[src/rtl/return_addr_stack_pkg.sv]
// Shared constants and types for the return-address stack.
// Mode selectors, the push/pop op encoding and width helpers.
package return_addr_stack_pkg;

    localparam int RAS_SATURATE = 0;
    localparam int RAS_WRAP     = 1;

    typedef enum logic [1:0] {
        OP_NONE = 2'b00,
        OP_POP  = 2'b01,
        OP_PUSH = 2'b10,
        OP_BOTH = 2'b11
    } ras_op_e;

    function automatic int ras_cnt_w(input int depth);
        return $clog2(depth + 1);
    endfunction

    function automatic int ras_ptr_w(input int depth);
        return $clog2(depth);
    endfunction

endpackage

[src/rtl/ras_mem.sv]
// Return-address storage: DEPTH x ADDR_W registers,
// one synchronous write port and one asynchronous read port.
module ras_mem #(
    parameter int ADDR_W = 12,
    parameter int DEPTH  = 8,
    parameter int PW     = $clog2(DEPTH)
) (
    input  logic              clk,
    input  logic              rst,
    input  logic              i_we,
    input  logic [PW-1:0]     i_waddr,
    input  logic [ADDR_W-1:0] i_wdata,
    input  logic [PW-1:0]     i_raddr,
    output logic [ADDR_W-1:0] o_rdata
);

    logic [ADDR_W-1:0] r_mem [DEPTH];

    always_ff @(posedge clk or posedge rst) begin
        if (rst) begin
            for (int i = 0; i < DEPTH; i++) begin
                r_mem[i] <= '0;
            end
        end else if (i_we) begin
            r_mem[i_waddr] <= i_wdata;
        end
    end

    assign o_rdata = r_mem[i_raddr];

endmodule

[src/rtl/return_addr_stack.sv]
// Return-address stack: call pushes PC+1, return pops; the top
// entry drives the fetch next-PC mux combinationally.
module return_addr_stack
    import return_addr_stack_pkg::*;
#(
    parameter int ADDR_W = 12,
    parameter int DEPTH  = 8,
    parameter int WRAP   = RAS_SATURATE
) (
    input  logic                         clk,
    input  logic                         rst,
    input  logic                         push,
    input  logic                         pop,
    input  logic                         flush,
    input  logic                         clr_flags,
    input  logic [ADDR_W-1:0]            addr_in,
    output logic [ADDR_W-1:0]            addr_out,
    output logic [$clog2(DEPTH+1)-1:0]   count,
    output logic                         empty,
    output logic                         full,
    output logic                         overflow,
    output logic                         underflow
);

    localparam int PW = ras_ptr_w(DEPTH);
    localparam int CW = ras_cnt_w(DEPTH);

    logic [PW-1:0]     r_tp;
    logic [CW-1:0]     r_count;
    logic              r_ovf;
    logic              r_unf;

    logic              w_empty;
    logic              w_full;
    logic              w_we;
    logic [PW-1:0]     w_waddr;
    logic [PW-1:0]     w_tp_n;
    logic [CW-1:0]     w_cnt_n;
    logic              w_set_ovf;
    logic              w_set_unf;
    logic [ADDR_W-1:0] w_rdata;
    ras_op_e           w_op;

    assign w_empty = (r_count == '0);
    assign w_full  = (r_count == CW'(DEPTH));
    assign w_op    = ras_op_e'({push, pop});

    always_comb begin
        w_we      = 1'b0;
        w_waddr   = r_tp;
        w_tp_n    = r_tp;
        w_cnt_n   = r_count;
        w_set_ovf = 1'b0;
        w_set_unf = 1'b0;
        if (flush) begin
            w_tp_n  = '0;
            w_cnt_n = '0;
        end else begin
            unique case (w_op)
                OP_PUSH: begin
                    if (!w_full) begin
                        w_tp_n  = r_tp + PW'(1);
                        w_we    = 1'b1;
                        w_waddr = r_tp + PW'(1);
                        w_cnt_n = r_count + CW'(1);
                    end else begin
                        w_set_ovf = 1'b1;
                        // tp+1 is the oldest slot once the ring is full
                        if (WRAP == RAS_WRAP) begin
                            w_tp_n  = r_tp + PW'(1);
                            w_we    = 1'b1;
                            w_waddr = r_tp + PW'(1);
                        end
                    end
                end
                OP_POP: begin
                    if (!w_empty) begin
                        w_tp_n  = r_tp - PW'(1);
                        w_cnt_n = r_count - CW'(1);
                    end else begin
                        w_set_unf = 1'b1;
                    end
                end
                OP_BOTH: begin
                    if (!w_empty) begin
                        w_we = 1'b1;
                    end else begin
                        w_tp_n    = r_tp + PW'(1);
                        w_we      = 1'b1;
                        w_waddr   = r_tp + PW'(1);
                        w_cnt_n   = CW'(1);
                        w_set_unf = 1'b1;
                    end
                end
                default: begin
                end
            endcase
        end
    end

    always_ff @(posedge clk or posedge rst) begin
        if (rst) begin
            r_tp    <= '0;
            r_count <= '0;
            r_ovf   <= 1'b0;
            r_unf   <= 1'b0;
        end else begin
            r_tp    <= w_tp_n;
            r_count <= w_cnt_n;
            if (w_set_ovf)      r_ovf <= 1'b1;
            else if (clr_flags) r_ovf <= 1'b0;
            if (w_set_unf)      r_unf <= 1'b1;
            else if (clr_flags) r_unf <= 1'b0;
        end
    end

    ras_mem #(
        .ADDR_W (ADDR_W),
        .DEPTH  (DEPTH),
        .PW     (PW)
    ) u_mem (
        .clk     (clk),
        .rst     (rst),
        .i_we    (w_we),
        .i_waddr (w_waddr),
        .i_wdata (addr_in),
        .i_raddr (r_tp),
        .o_rdata (w_rdata)
    );

    assign addr_out  = w_empty ? '0 : w_rdata;
    assign count     = r_count;
    assign empty     = w_empty;
    assign full      = w_full;
    assign overflow  = r_ovf;
    assign underflow = r_unf;

endmodule

[config.mk]
export PLATFORM = sky130hd
export DESIGN_NAME = return_addr_stack
export DESIGN_NICKNAME = d
export VERILOG_FILES = /design/src/rtl/return_addr_stack_pkg.sv /design/src/rtl/ras_mem.sv /design/src/rtl/return_addr_stack.sv
export SDC_FILE = /design/constraint.sdc
export NUM_CORES = 1
export LEC_CHECK = 0
export BUFFER_PORTS_ARGS = -buffer_cell sky130_fd_sc_hd__buf_4
export CAP_MARGIN = 20
export CORE_ASPECT_RATIO = 2
export CORE_MARGIN = 2
export CORE_UTILIZATION = 41
export CTS_CLUSTER_DIAMETER = 60
export DETAILED_ROUTE_END_ITERATION = 8
export PLACE_DENSITY = 0.67
export SKIP_LAST_GASP = 1
export SYNTH_ARGS = -nofsm -noshare
export SYNTH_HDL_FRONTEND = slang
export SYNTH_SLANG_ARGS = --single-unit
[constraint.sdc]
create_clock -name clk -period 10.15 [get_ports clk]
set_clock_uncertainty 0.2 [all_clocks]
set_input_delay 2.03 -clock clk [delete_from_list [all_inputs] [get_ports clk]]
set_output_delay 2.03 -clock clk [all_outputs]
set_load 0.1 [all_outputs]
### After elaboration in Yosys (flattened, before gate mapping)

Index checks and enable logic that the tools add are counted.
Widths: inputs -> output; s select.

* bits of input ports: 18
* register bits after elaboration: 105
* word-level logic and storage cells: 67
* bits in latches: 0
* memories kept: 0
* output and inout bits: 20
* bits in writable memories: 0
* bits in read-only memories: 0

* divide/modulo/power cells: 0
* $mul: 0
* add/subtract/negate cells: 4
* reductions and logical operators: 8
* shift-type cells: 0
* bitwise logic cells: 2
* order comparisons: 3
* mux-type cells: 31
* eq/ne operators: 7

Operators by type and width (number)
* $bwmux 96: 1
* $mux 12: 4
* $bmux 12 s3: 1
* $demux 12 s3: 1
* $mux 4: 4
* $mux 3: 5
* $pmux 4 s3: 1
* $mux 1: 11
* $ne 3x3->1 const B: 3
* $pmux 3 s3: 1
* $ge 4x4->1 const B: 2
* $not 3->4: 2
* $pmux 3 s2: 1
* $add 4x1->4 const B: 1
* $eq 2x2->1 const B: 2
* $eq 4x4->1 const B: 1
* $logic_not 4->1: 1
* $lt 4x1->1 const B: 1
* $reduce_and 4->1: 1
* $reduce_bool 2->1: 2
* $reduce_bool 4->1: 1
* $sub 4x1->4 const B: 1
* $add 3x1->3 const B: 1
* $sub 3x1->3 const B: 1
* other kinds (5): 5

### Depth between registers and ports, before layout

* depth after elaboration: 10
* depth in mapped cells: 11
* mapped depth without buffers: 7

### Hierarchy

Synthesis repeated with hierarchy kept, for this count alone.

* cells, all modules: 354
* area total of the unflattened synthesis: 5262.5 sq um

Modules (own cells, without submodules)
* ras_mem: area an instance 4428.0 sq um, cells an instance 252, sequential area each 2402.3 sq um, times used 1
* return_addr_stack: area an instance 834.6 sq um, cells an instance 102, sequential area each 225.2 sq um, times used 1

### Worst setup path after synthesis

Ideal clock, no wire load.

* kind: register to output
* start: register r_count[0] (netlist: count[0])
* end: output port addr_out[10]
* path buffers: 3
* required time: 7.920 ns
* data arrival time: 3.903 ns
* stages on the path, launching flop included: 7
* slack: 4.017 ns
* cells stage by stage: dfrtp_1 -> or4_1 -> buf_4 -> clkinv_4 -> buf_12 -> clkbuf_1 -> a21oi_1

* longest elaborated chain between the ends: 2

RTL lines
* from (decl): line return_addr_stack.sv:29 `logic [CW-1:0] r_count;`
* from (signal assigned): line return_addr_stack.sv:109 `r_count <= w_cnt_n;`
* $logic_not 4->1: line return_addr_stack.sv:44 `assign w_empty = (r_count == '0);`
* net empty: line return_addr_stack.sv:19 `output logic empty,`
* $mux 12: line return_addr_stack.sv:131 `assign addr_out = w_empty ? '0 : w_rdata;`
* to (decl): line return_addr_stack.sv:17 `output logic [ADDR_W-1:0] addr_out,`

The timed path passes the listed nets, and every way through them passes these cells.

### Worst setup path after layout

* start: register r_tp[0]
* end: output port addr_out[2]

* longest elaborated chain between the ends: 5

RTL lines
* from (decl): line return_addr_stack.sv:28 `logic [PW-1:0] r_tp;`
* from (signal assigned): line return_addr_stack.sv:108 `r_tp <= w_tp_n;`
* $not 3->4 (implied by the code): line ras_mem.sv:29 `assign o_rdata = r_mem[i_raddr];`
* $bmux 12 s3: line ras_mem.sv:29
* $mux 12 (implied by the code) (2 in series): line ras_mem.sv:29
* $mux 12: line return_addr_stack.sv:131

No other way between the ends. The select of a mux whose other input is x is not followed.

==> impl_metrics.toml <==
[drt]
drt_iter0_drc = 190
wirelength_um = 10610
drc_errors = 0
vias = 3154
via_per_inst = 5.563
drt_first_pass_iters = 4
wl_per_cell_um = 18.71
final_antenna_net_count = 0

[worst_setup_path]
critPathMaxFanout = 35
crit_arrival_ps = 2410
crit_type = "register to primary output"
timing.reg2reg.setup_slack_ps = 6610
worstPathRequired_ps = 7920
startpoint_type = "register"
critPathCaptureType = "primary output"

[final_layout]
regArea_um2 = 2629
n_fill_cell = 1195
multi_input_area_um2 = 2490
areaGrowthSynthToFinish_pct = 11.92
layout_common_cells = "dfrtp_1, mux2_2, buf_4, nand2_1, mux4_2"
nNetsFinal = 433
diodes = 0
finalInstanceArea_um2 = 5966
final_common_cell = "dfrtp_1"
layout-drive-gt1-share_pct = 44.10

[placement]
dp_slack_ps = 5662
place_hpwl_um = 6512
dpl_cell_area_um2 = 5680
port_buffers = 37
gp_congestion = 0.7524

[synthesis]
yosys_warnings = 0
syn_area_um2 = 5330
yosys-top-cells-area = "dfrtp_1, mux2_2, mux4_2"
synth_top_cell_by_area = "dfrtp_1"
synth_edf_count = 0
synth.net_count = 403
synth_area_per_cell_um2 = 14.03
synthCells = 380
yosysUniqueCellTypes = 49
synthArstFlopShare_pct = 100.0
netlist.area_leader.share_pct = 49.30
seq_area_frac_synth_pct = 49.30
yosys_most_used_dff = "dfrtp_1"
synth_seq_cells = 105

[clocking]
cts_buffer_depth = 2
cts_tree = "done"
root_buffer = "clkbuf_16"
h-tree-depth = 3
clk_latency_ps = 340
path_clk_slew_ps = 80
post-cts-setup-buffer-count = 0
cts_hold_repair.buffers = 0
cts_buffers = 9
ctsResizeCount = 0
cts_sinks = 105

[sta]
rsz0062_at_grt = "false"
tightestPinTransition_ps = 964.4
layout_setup_ws_ps = 5514
slew_headroom_pct = 35.71
hold_violations = 0
finalSetupTns_ps = 0
setup_violations = 0
min_period_ps = 4636
max_freq_mhz = 215.7
period_share_pct = 45.68
slew_violations = 0
whs_ps = 288.8

[pwr]
power_density_nw_per_um2 = 325.0
peakVddDrop_uv = 250.4
power_mw = 1.939
leakage_nw = 2.695

[global_route]
gr-usage-met1_pct = 21.63
grt_start_max_net_pins = 74
antenna_found_initial = 0
gr-usage-met3_pct = 2.734
grt_pass1_vias = 3369
grt_pass1_wl_um = 17880
grt_busiest_layer = "met2"
grtUsageMet2_pct = 27.45
grtUsageTotal_pct = 16.42
grt_overflow_total = 0

[die]
die_w_um = 84.63
die_h_um = 165.2
rows = 59
core_um2 = 12840
start_util_pct = 41.50
die_area_um2 = 13980
pin_count = 38

[status]
status = "finished, final reports clean"

[run]
max_cap_violations = 0

[worst_hold_path]
hold_class = "register to register"
final cells by class:
class	count	area share (%)
timing repair buffer	44	5.600
multi-input combinational	242	41.74
clock buffer	10	3.838
inverter	8	0.6292
clock inverter	6	0.9438
sequential	105	44.06
tap	152	3.188
critical path: stages (launching register included):
cell	delay [ps]
dfrtp_2	1000
mux4_2	600
nand2_1	90
a21oi_1	110
buf_4	240
state kept, by name, indices dropped and copies added (netlist names):
register,cells
u_mem.r_mem,96
count,4
r_tp,3
overflow,1
underflow,1
Yosys cell counts (2+ instances only):
library cell,instances
buf_6,8
nand3_1,2
a221oi_1,3
nand3b_1,6
mux2_4,20
ha_1,4
o21ai_0,5
a31oi_1,2
nand2_2,2
mux2i_1,2
nor2b_1,3
inv_1,6
dfrtp_1,105
nand2_1,32
mux4_2,25
nor3_2,2
mux2_2,64
xnor2_1,3
mux2_1,14
o22ai_1,3
nand3_2,2
nand2b_1,3
a31oi_2,2
clkbuf_1,10
buf_1,2
a21oi_1,16
buf_2,3
nor3_1,2
nor2_1,9
metal layers:
metal  part of all wire [%]  wire length, um
met5                      0                0
met4                    1.8              193
met3                    2.9              303
met2                     51             5404
met1                     44             4705
through the flow:
| stage | instances | utilization, % |
|---|---|---|
| after CTS | 567 | 46.44 |
| after global routing | 567 | 46.44 |
| after floorplan | 380 | - |
| final | 567 | 46.44 |
| after global placement | 550 | 44.14 |
| after detailed placement | 551 | 44.22 |
cells by family (layout without fill, tap and decap cells):
kind of cell,count (synthesis),count (layout),synth area share (%)
buffers and inverters,33,68,3.991
adders and majority gates,5,5,1.315
muxes,125,125,33.05
and+or+nand+nor,69,69,6.761
xor gates and xnor gates,3,3,0.4930
DFF,105,105,49.30
AOI/OAI and AO/OA,40,40,5.094
report_power, final:
| group | internal, mW | total (mW) | switching, mW |
|---|---|---|---|
| Sequential | 0.594 | 0.713 | 0.119 |
| Clock | 0.173 | 0.338 | 0.166 |
| Combinational | 0.395 | 0.888 | 0.492 |
| Total | 1.16 | 1.94 | 0.776 |
path summary, 6_finish.rpt:
| kind | startpoint | to | depth (start not counted) |
|---|---|---|---|
| max reg2reg | r_tp[0] | u_mem.r_mem[20] | 8 |
| min | u_mem.r_mem[68] | u_mem.r_mem[68] | 1 |
| min reg2reg | u_mem.r_mem[68] | u_mem.r_mem[68] | 1 |
| min in group asynchronous | rst | count[2] | 2 |
| max in group asynchronous | rst | u_mem.r_mem[38] | 3 |
| max | r_tp[0] | addr_out[2] | 4 |
Note: power is estimated with default switching activity, not from simulation.
